### src/rtl/msg_fifo_feeder.sv
// Message FIFO between the LFSR source and the DES unit.
// First-word fall-through with sticky overflow and drain tracking.
module msg_fifo_feeder #(
    parameter int N         = 64,
    parameter int DEPTH     = 8,
    parameter int AF_MARGIN = 2
) (
    input  logic                       clk,
    input  logic                       rst_n,
    input  logic                       flush,
    input  logic [N-1:0]               lfsr_in,
    input  logic                       lfsr_valid,
    input  logic                       lfsr_done,
    output logic                       lfsr_pause,
    output logic [N-1:0]               msg_out,
    output logic                       msg_valid,
    input  logic                       des_ready,
    output logic [$clog2(DEPTH):0]     level,
    output logic                       overflow,
    output logic                       all_sent
);

    localparam int AW = $clog2(DEPTH);
    localparam int LW = AW + 1;

    typedef enum logic [1:0] {
        IDLE  = 2'd0,
        RUN   = 2'd1,
        DRAIN = 2'd2,
        DONE  = 2'd3
    } state_t;

    state_t         state_q, state_d;
    logic [AW-1:0]  wr_q, wr_d;
    logic [AW-1:0]  rd_q, rd_d;
    logic [LW-1:0]  level_q, level_d;
    logic           overflow_q, overflow_d;
    logic           all_sent_q;
    logic [N-1:0]   mem [DEPTH];

    logic full;
    logic push;
    logic pop;
    logic drop;

    always_comb begin
        full = (level_q == LW'(DEPTH));
        pop  = (level_q != '0) && des_ready;
        push = lfsr_valid && (!full || pop);
        drop = lfsr_valid && full && !pop;

        wr_d       = push ? wr_q + AW'(1) : wr_q;
        rd_d       = pop  ? rd_q + AW'(1) : rd_q;
        level_d    = level_q + LW'(push) - LW'(pop);
        overflow_d = overflow_q | drop;

        state_d = state_q;
        unique case (state_q)
            IDLE: begin
                if (lfsr_done)
                    state_d = DRAIN;
                else if (lfsr_valid)
                    state_d = RUN;
            end
            RUN: begin
                if (lfsr_done)
                    state_d = DRAIN;
            end
            DRAIN: begin
                if (level_d == '0)
                    state_d = DONE;
            end
            DONE: state_d = DONE;
            default: state_d = IDLE;
        endcase
    end

    always_ff @(posedge clk or negedge rst_n) begin
        if (!rst_n) begin
            state_q    <= IDLE;
            wr_q       <= '0;
            rd_q       <= '0;
            level_q    <= '0;
            overflow_q <= 1'b0;
            all_sent_q <= 1'b0;
        end else if (flush) begin
            state_q    <= IDLE;
            wr_q       <= '0;
            rd_q       <= '0;
            level_q    <= '0;
            overflow_q <= 1'b0;
            all_sent_q <= 1'b0;
        end else begin
            state_q    <= state_d;
            wr_q       <= wr_d;
            rd_q       <= rd_d;
            level_q    <= level_d;
            overflow_q <= overflow_d;
            all_sent_q <= (state_d == DONE);
        end
    end

    // Storage is left unreset; only entries below level are ever observed.
    always_ff @(posedge clk) begin
        if (push && !flush)
            mem[wr_q] <= lfsr_in;
    end

    assign msg_out    = mem[rd_q];
    assign msg_valid  = (level_q != '0);
    assign level      = level_q;
    assign overflow   = overflow_q;
    assign all_sent   = all_sent_q;
    assign lfsr_pause = (level_q >= LW'(DEPTH - AF_MARGIN));

endmodule

### config.mk
export PLATFORM = sky130hd
export DESIGN_NAME = msg_fifo_feeder
export DESIGN_NICKNAME = d
export VERILOG_FILES = /design/src/rtl/msg_fifo_feeder.sv
export SDC_FILE = /design/constraint.sdc
export NUM_CORES = 1
export LEC_CHECK = 0
export CORE_ASPECT_RATIO = 1.25
export CORE_MARGIN = 3
export CORE_UTILIZATION = 25
export CTS_BUF_LIST = sky130_fd_sc_hd__clkbuf_16
export DETAILED_ROUTE_END_ITERATION = 16
export PLACE_DENSITY = 0.43
export SLEW_MARGIN = 20
export SYNTH_ARGS = -nofsm -noshare
export SYNTH_HDL_FRONTEND = slang
export SYNTH_SLANG_ARGS = --single-unit
### constraint.sdc
create_clock -name clk -period 15.4 [get_ports clk]
set_input_delay 3.08 -clock clk [delete_from_list [all_inputs] [get_ports clk]]
set_output_delay 3.08 -clock clk [all_outputs]
set_load 0.01 [all_outputs]
==> flow_metrics.py, run 1 <==
metrics = {
    "floorplanning": {
        "dieWidth_um": 259,
        "rows": 115,
        "die-area_mm2": 0.0837,
        "initial_core_util": 0.253,
        "ios": 142,
        "core_area_mm2": 0.0791,
        "die_y_um": 323,
    },
    "detailed_routing": {
        "drc": 0,
        "final_antenna_net_count": 0,
        "routedWlPerCell_um": 21.5,
        "drt_iter0_drc": 447,
        "viasPerCell": 4.22,
        "finalWirelength_mm": 45.3,
        "dr.pass1.iters": 4,
        "vias": 8894,
    },
    "sta": {
        "clock_skew_ns": 0.0110,
        "holdWs_ns": 0.533,
        "relSlewSlack": 0.339,
        "post-route-period-util": 0.448,
        "max_clock_freq_mhz": 145,
        "finalHoldViolations": 0,
        "slew_viol_final": 0,
        "fin_tns_setup_ns": 0,
        "setup_violations": 0,
        "worst_slew_pin_slew_ns": 0.992,
        "period_minus_slack_ns": 6.90,
        "rsz0062_at_grt": "no",
    },
    "min_path": {
        "min_path_cells": 2,
        "hold_path_class": "reg -> reg",
        "min_to": "overflow$_DFF_PN0_",
        "holdCritStartpoint": "overflow$_DFF_PN0_",
    },
    "clock_network": {
        "cts_tree": "built",
        "clk_pin_slew_ns": 0.06,
        "post_cts_buffers": 0,
        "htree_levels": 2,
        "cts_sinks": 526,
        "clk_latency_ns": 0.60,
        "ctsLongestPathBuffers": 3,
        "root_buffer": "clkbuf_16",
        "cts_made_buffers": 54,
        "ctsHoldBuffers": 0,
        "ctsResizeCount": 0,
    },
    "critical_path": {
        "reg2reg_to": "mem[3][6]$_DFFE_PP_",
        "path_class": "reg -> out",
        "crit_path_end_kind": "output port",
        "r2r-start": "level[2]$_DFF_PN0_",
        "arrival_ns": 3.82,
        "r2r_cells": 8,
        "start_kind": "flip-flop",
        "reg2reg_slack_ns": 11.89,
        "worstPathMaxFanout": 40,
        "cp.required_ns": 12.32,
    },
    "grt": {
        "grt_use_total": 0.110,
        "grt_max_degree": 61,
        "grt_pass1_wl_mm": 67.1,
        "grt-ovfl-total": 0,
        "antenna_found_initial": 3,
        "grt_pass1_vias": 10000,
    },
    "synthesis": {
        "syn-num-nets": 911,
        "synth-seq-area-share": 0.784,
        "synth.avg_cell_area_um2": 24.1,
        "synth-simple-area-share": 0.0108,
        "synth_top_family_by_area": "multiplexers",
        "yosysUniqueCellTypes": 34,
        "synthMuxAreaShare": 0.180,
        "synth-xor-area-share": 0.00175,
        "synth-compound-area-share": 0.00381,
        "synth-seq-cells": 526,
        "synth_area_mm2": 0.0201,
        "synth_edf_count": 512,
        "yosysWarnings": 0,
        "async_flop_share": 0.0266,
        "synth_fa_ha_area_frac": 0.00599,
        "synth_ff_type": "edfxtp_1",
        "syn_inst": 832,
    },
    "layout": {
        "final_cell_mix": "edfxtp_1 (512), clkdlybuf4s50_1 (141), mux4_2 (128)",
        "fin_util": 0.310,
        "syn2layout_area_growth_pct": 22.4,
        "fin_nets": 1093,
        "final_common_cell": "edfxtp_1",
        "layout-drive-gt1-share": 0.288,
    },
    "power": {
        "power_w": 0.00379,
        "p_per_area_mw_per_mm2": 154,
        "p_leak_nw": 7.51,
        "vdd_ir_drop_max_mv": 0.0885,
    },
    "status": {
        "status": "completed",
    },
    "placement": {
        "place_hpwl_mm": 23.8,
        "portBuffers": 141,
        "gp_congestion": 0.676,
    },
    "job": {
        "maxCapViolCount": 0,
    },
}
-- state kept, by name (all words and copies together) (netlist names) --
register  cells
mem         512
level         4
rd_q          3
wr_q          3
state_q       2
all_sent      1
overflow      1
-- final cells by class --
class | count | area (um2)
fill | 7635 | 54600
sequential | 526 | 15700
multi-input combinational | 260 | 4110
timing repair buffer | 164 | 1600
clock buffer | 57 | 1430
tap | 1053 | 1320
clock inverter | 41 | 325
inverter | 8 | 30.0
antenna | 1 | 2.50
-- worst max-delay path, stage by stage (launching register included) --
cell             delay (ns)
dfrtp_4                0.70
buf_16                 0.30
buf_4                  0.74
mux4_2                 0.60
mux2_2                 0.30
clkdlybuf4s50_1        0.50
-- worst max-delay path by stage --
stage	from	endpoint
after floorplan	flush	mem[0][0]$_DFFE_PP_
after global placement	rd_q[0]$_DFFE_PN0P_	msg_out[44]
after detailed placement	rd_q[0]$_DFFE_PN0P_	msg_out[58]
after CTS	rd_q[0]$_DFFE_PN0P_	msg_out[58]
after global routing	rd_q[0]$_DFFE_PN0P_	msg_out[54]
final	rd_q[0]$_DFFE_PN0P_	msg_out[55]
-- through the flow --
step	setup WS, ns	cells	cell area, um2
2_1_floorplan	4.75	832	20100
3_3_place_gp	8.70	2010	22800
3_5_place_dp	8.68	2010	22800
4_1_cts	7.99	2108	24500
5_1_grt	8.16	2109	24500
6_report	8.50	2110	24600
-- report_power, final --
| group | internal [W] | leakage (nW) | switching [W] |
|---|---|---|---|
| clock network | 0.000749 | 0.900 | 0.000542 |
| logic | 0.000470 | 1.81 | 0.000363 |
| registers | 0.00163 | 4.80 | 0.0000390 |
-- cell usage after synthesis, types with 4 or more instances --
library cell | number | area (um2)
edfxtp_1 | 512 | 15400
mux4_2 | 128 | 2880
mux2_2 | 64 | 721
dfrtp_1 | 14 | 350
nor2_1 | 14 | 52.6
clkbuf_1 | 12 | 45.0
buf_6 | 11 | 124
buf_1 | 10 | 37.5
nand2_1 | 9 | 33.8
ha_1 | 8 | 100
inv_1 | 8 | 30.0
nand3_1 | 5 | 25.0
a21oi_1 | 4 | 20.0
nor3_1 | 4 | 20.0
-- logic make-up (layout without fill, tap and decap cells) --
logic type | after synthesis | after routing
AOI/OAI and AO/OA | 10 | 10
xor gates and xnor gates | 4 | 4
adders and majority gates | 9 | 9
buffers and inverters | 46 | 270
DFF | 526 | 526
muxes | 193 | 193
other | 0 | 1
and+or+nand+nor | 44 | 44
-- metal layers --
metal  global-route usage  part of all wire  wire, um  vias to the layer above
li1                     -                 -         -                     3888
met1                0.148              0.46     20700                     4767
met2                0.179              0.48     21800                      172
met3               0.0242             0.044      1980                       65
met4               0.0295             0.020       905                        2
met5                    0           0.00033        15                        -
Note: power is estimated with default switching activity, not from simulation.
==> inputs of run 2 (changes only) <==
Clock period 15.4 ns to 6.78 ns, I/O delays scaled along.
==> run 2 against run 1 <==
  * Critical path depth fell by 1
  * First-iteration DRC count rose by 28%
  * Cell count barely moved
  * Die area did not move
  * Sequential power rose by 130%
  * Via count rose by 0.39%
  * Cell area rose by 0.40%
  * Sequential share of layout area fell by 0.25 points
  * Global-route usage fell by 0.051 points
  * Count of clock-buffer cells in the layout did not move
  * Hold slack got worse by 0.012 ns
  * Worst setup slack got worse by 6.6 ns
  * Critical endpoint is now msg_out[49]
  * Largest power group unchanged
==> flow_metrics.py, run 2 (synthesized netlist as in run 1, its figures left out) <==
metrics = {
    "status": {
        "status": "completed",
    },
    "power": {
        "p_leak_nw": 7.53,
        "p_per_area_mw_per_mm2": 351,
        "vdd_ir_drop_max_mv": 0.212,
    },
    "placement": {
        "pre_cts_slack_ns": 2.44,
        "gp_congestion": 0.678,
        "place_inst": 2005,
        "place_hpwl_mm": 23.0,
        "placed_area_mm2": 0.0229,
        "portBuffers": 141,
    },
    "job": {
        "maxCapViolCount": 0,
    },
    "floorplanning": {
        "rows": 115,
        "die-area_mm2": 0.0837,
        "dieWidth_um": 259,
        "core_area_mm2": 0.0791,
        "die_y_um": 323,
        "ios": 142,
        "initial_core_util": 0.253,
    },
    "layout": {
        "fin_nets": 1090,
        "final_area_mm2": 0.0246,
        "final_cell_mix": "edfxtp_1 (512), clkdlybuf4s50_1 (141), mux4_2 (128)",
        "largest_register_ffs": 512,
        "layout-drive-gt1-share": 0.290,
        "final_common_cell": "edfxtp_1",
        "layoutNonFillerInstCount": 2108,
        "largest-register": "mem",
        "syn2layout_area_growth_pct": 22.9,
    },
    "grt": {
        "grt_pass1_wl_mm": 67.2,
        "grt_use_met1": 0.139,
        "use_met3": 0.0269,
        "grt_max_degree": 65,
        "antenna_found_initial": 3,
        "grt_pass1_vias": 10100,
        "grt_use_total": 0.109,
        "grt-busiest-layer": "met2",
        "grt-ovfl-total": 0,
        "globalRouteMet2Util": 0.187,
    },
    "detailed_routing": {
        "dr.pass1.iters": 6,
        "viasPerCell": 4.24,
        "routedWlPerCell_um": 21.5,
        "drc": 0,
        "final_antenna_net_count": 0,
        "finalWirelength_mm": 45.3,
        "vias": 8929,
        "drt_iter0_drc": 570,
    },
    "critical_path": {
        "max_stage_delay_ns": 0.96,
        "path_class": "reg -> out",
        "start_kind": "flip-flop",
        "arrival_ns": 3.49,
        "worstPathMaxFanout": 56,
        "crit_path_end_kind": "output port",
        "cp.required_ns": 5.42,
        "cp_slowest_cell": "dfrtp_4",
        "crit_chain": "buf_12 -> mux4_2 -> mux2_2 -> clkdlybuf4s50_1",
    },
    "clock_network": {
        "htree_levels": 2,
        "ctsResizeCount": 0,
        "cts_made_buffers": 57,
        "post_cts_buffers": 0,
        "cts_tree": "built",
        "root_buffer": "clkbuf_16",
        "cts_sinks": 526,
        "clk_latency_ns": 0.61,
        "ctsHoldBuffers": 0,
        "clk_pin_slew_ns": 0.06,
        "ctsLongestPathBuffers": 3,
    },
    "sta": {
        "rsz0062_at_grt": "no",
        "fin_tns_setup_ns": 0,
        "worst_slew_pin_slew_ns": 1.01,
        "setup_violations": 0,
        "holdWs_ns": 0.522,
        "slew_viol_final": 0,
        "finalHoldViolations": 0,
        "setup_ws_ns": 1.94,
        "max_clock_freq_mhz": 207,
        "clock_skew_ns": 0.0138,
        "relSlewSlack": 0.326,
        "post-route-period-util": 0.714,
        "period_minus_slack_ns": 4.84,
    },
    "min_path": {
        "hold_path_class": "reg -> reg",
    },
}
-- run 2: metal layers --
layer / vias to the layer above / share of wire
met4: 2 / 0.021
met1: 4803 / 0.43
met5: - / 0.00015
met2: 174 / 0.50
li1: 3887 / -
met3: 63 / 0.053
-- run 2: report_power, final --
part	switching [W]	total, W	internal (W)
registers	0.000139	0.00383	0.00369
logic	0.000786	0.00186	0.00107
clock network	0.00125	0.00296	0.00171
-- run 2: through the flow --
stage	utilization	power [W]
after detailed placement	0.289	0.00584
after global routing	0.311	0.00910
after global placement	0.289	0.00583
after CTS	0.311	0.00886
after floorplan	-	0.00507
final	0.311	0.00865
-- run 2: final cells by class --
cell class | count | area, um2
Tap cell | 1053 | 1320
Inverter | 8 | 30.0
Sequential cell | 526 | 15700
Multi-Input combinational cell | 260 | 4140
Timing Repair Buffer | 158 | 1630
Antenna cell | 2 | 5.00
Clock buffer | 57 | 1430
Clock inverter | 44 | 365
Fill cell | 7646 | 54500
-- run 2: worst paths after layout --
kind | start | endpoint | slack [ns] | cells past startpoint
max in group asynchronous | rst_n | rd_q[1]$_DFFE_PN0P_ | 5.07 | 1
min in group asynchronous | rst_n | level[3]$_DFF_PN0_ | 1.18 | 1
hold / removal | overflow$_DFF_PN0_ | overflow$_DFF_PN0_ | 0.52 | 2
setup / recovery | rd_q[0]$_DFFE_PN0P_ | msg_out[49] | 1.94 | 4
hold reg to reg | overflow$_DFF_PN0_ | overflow$_DFF_PN0_ | 0.52 | 2
setup reg to reg | level[2]$_DFF_PN0_ | mem[2][30]$_DFFE_PP_ | 3.73 | 7
-- run 2: critical path, delay by kind of cell (launching register included) --
kind,cells,cell delay [ns]
buffers and inverters,2,1.01
DFF,1,0.96
muxes,2,0.85
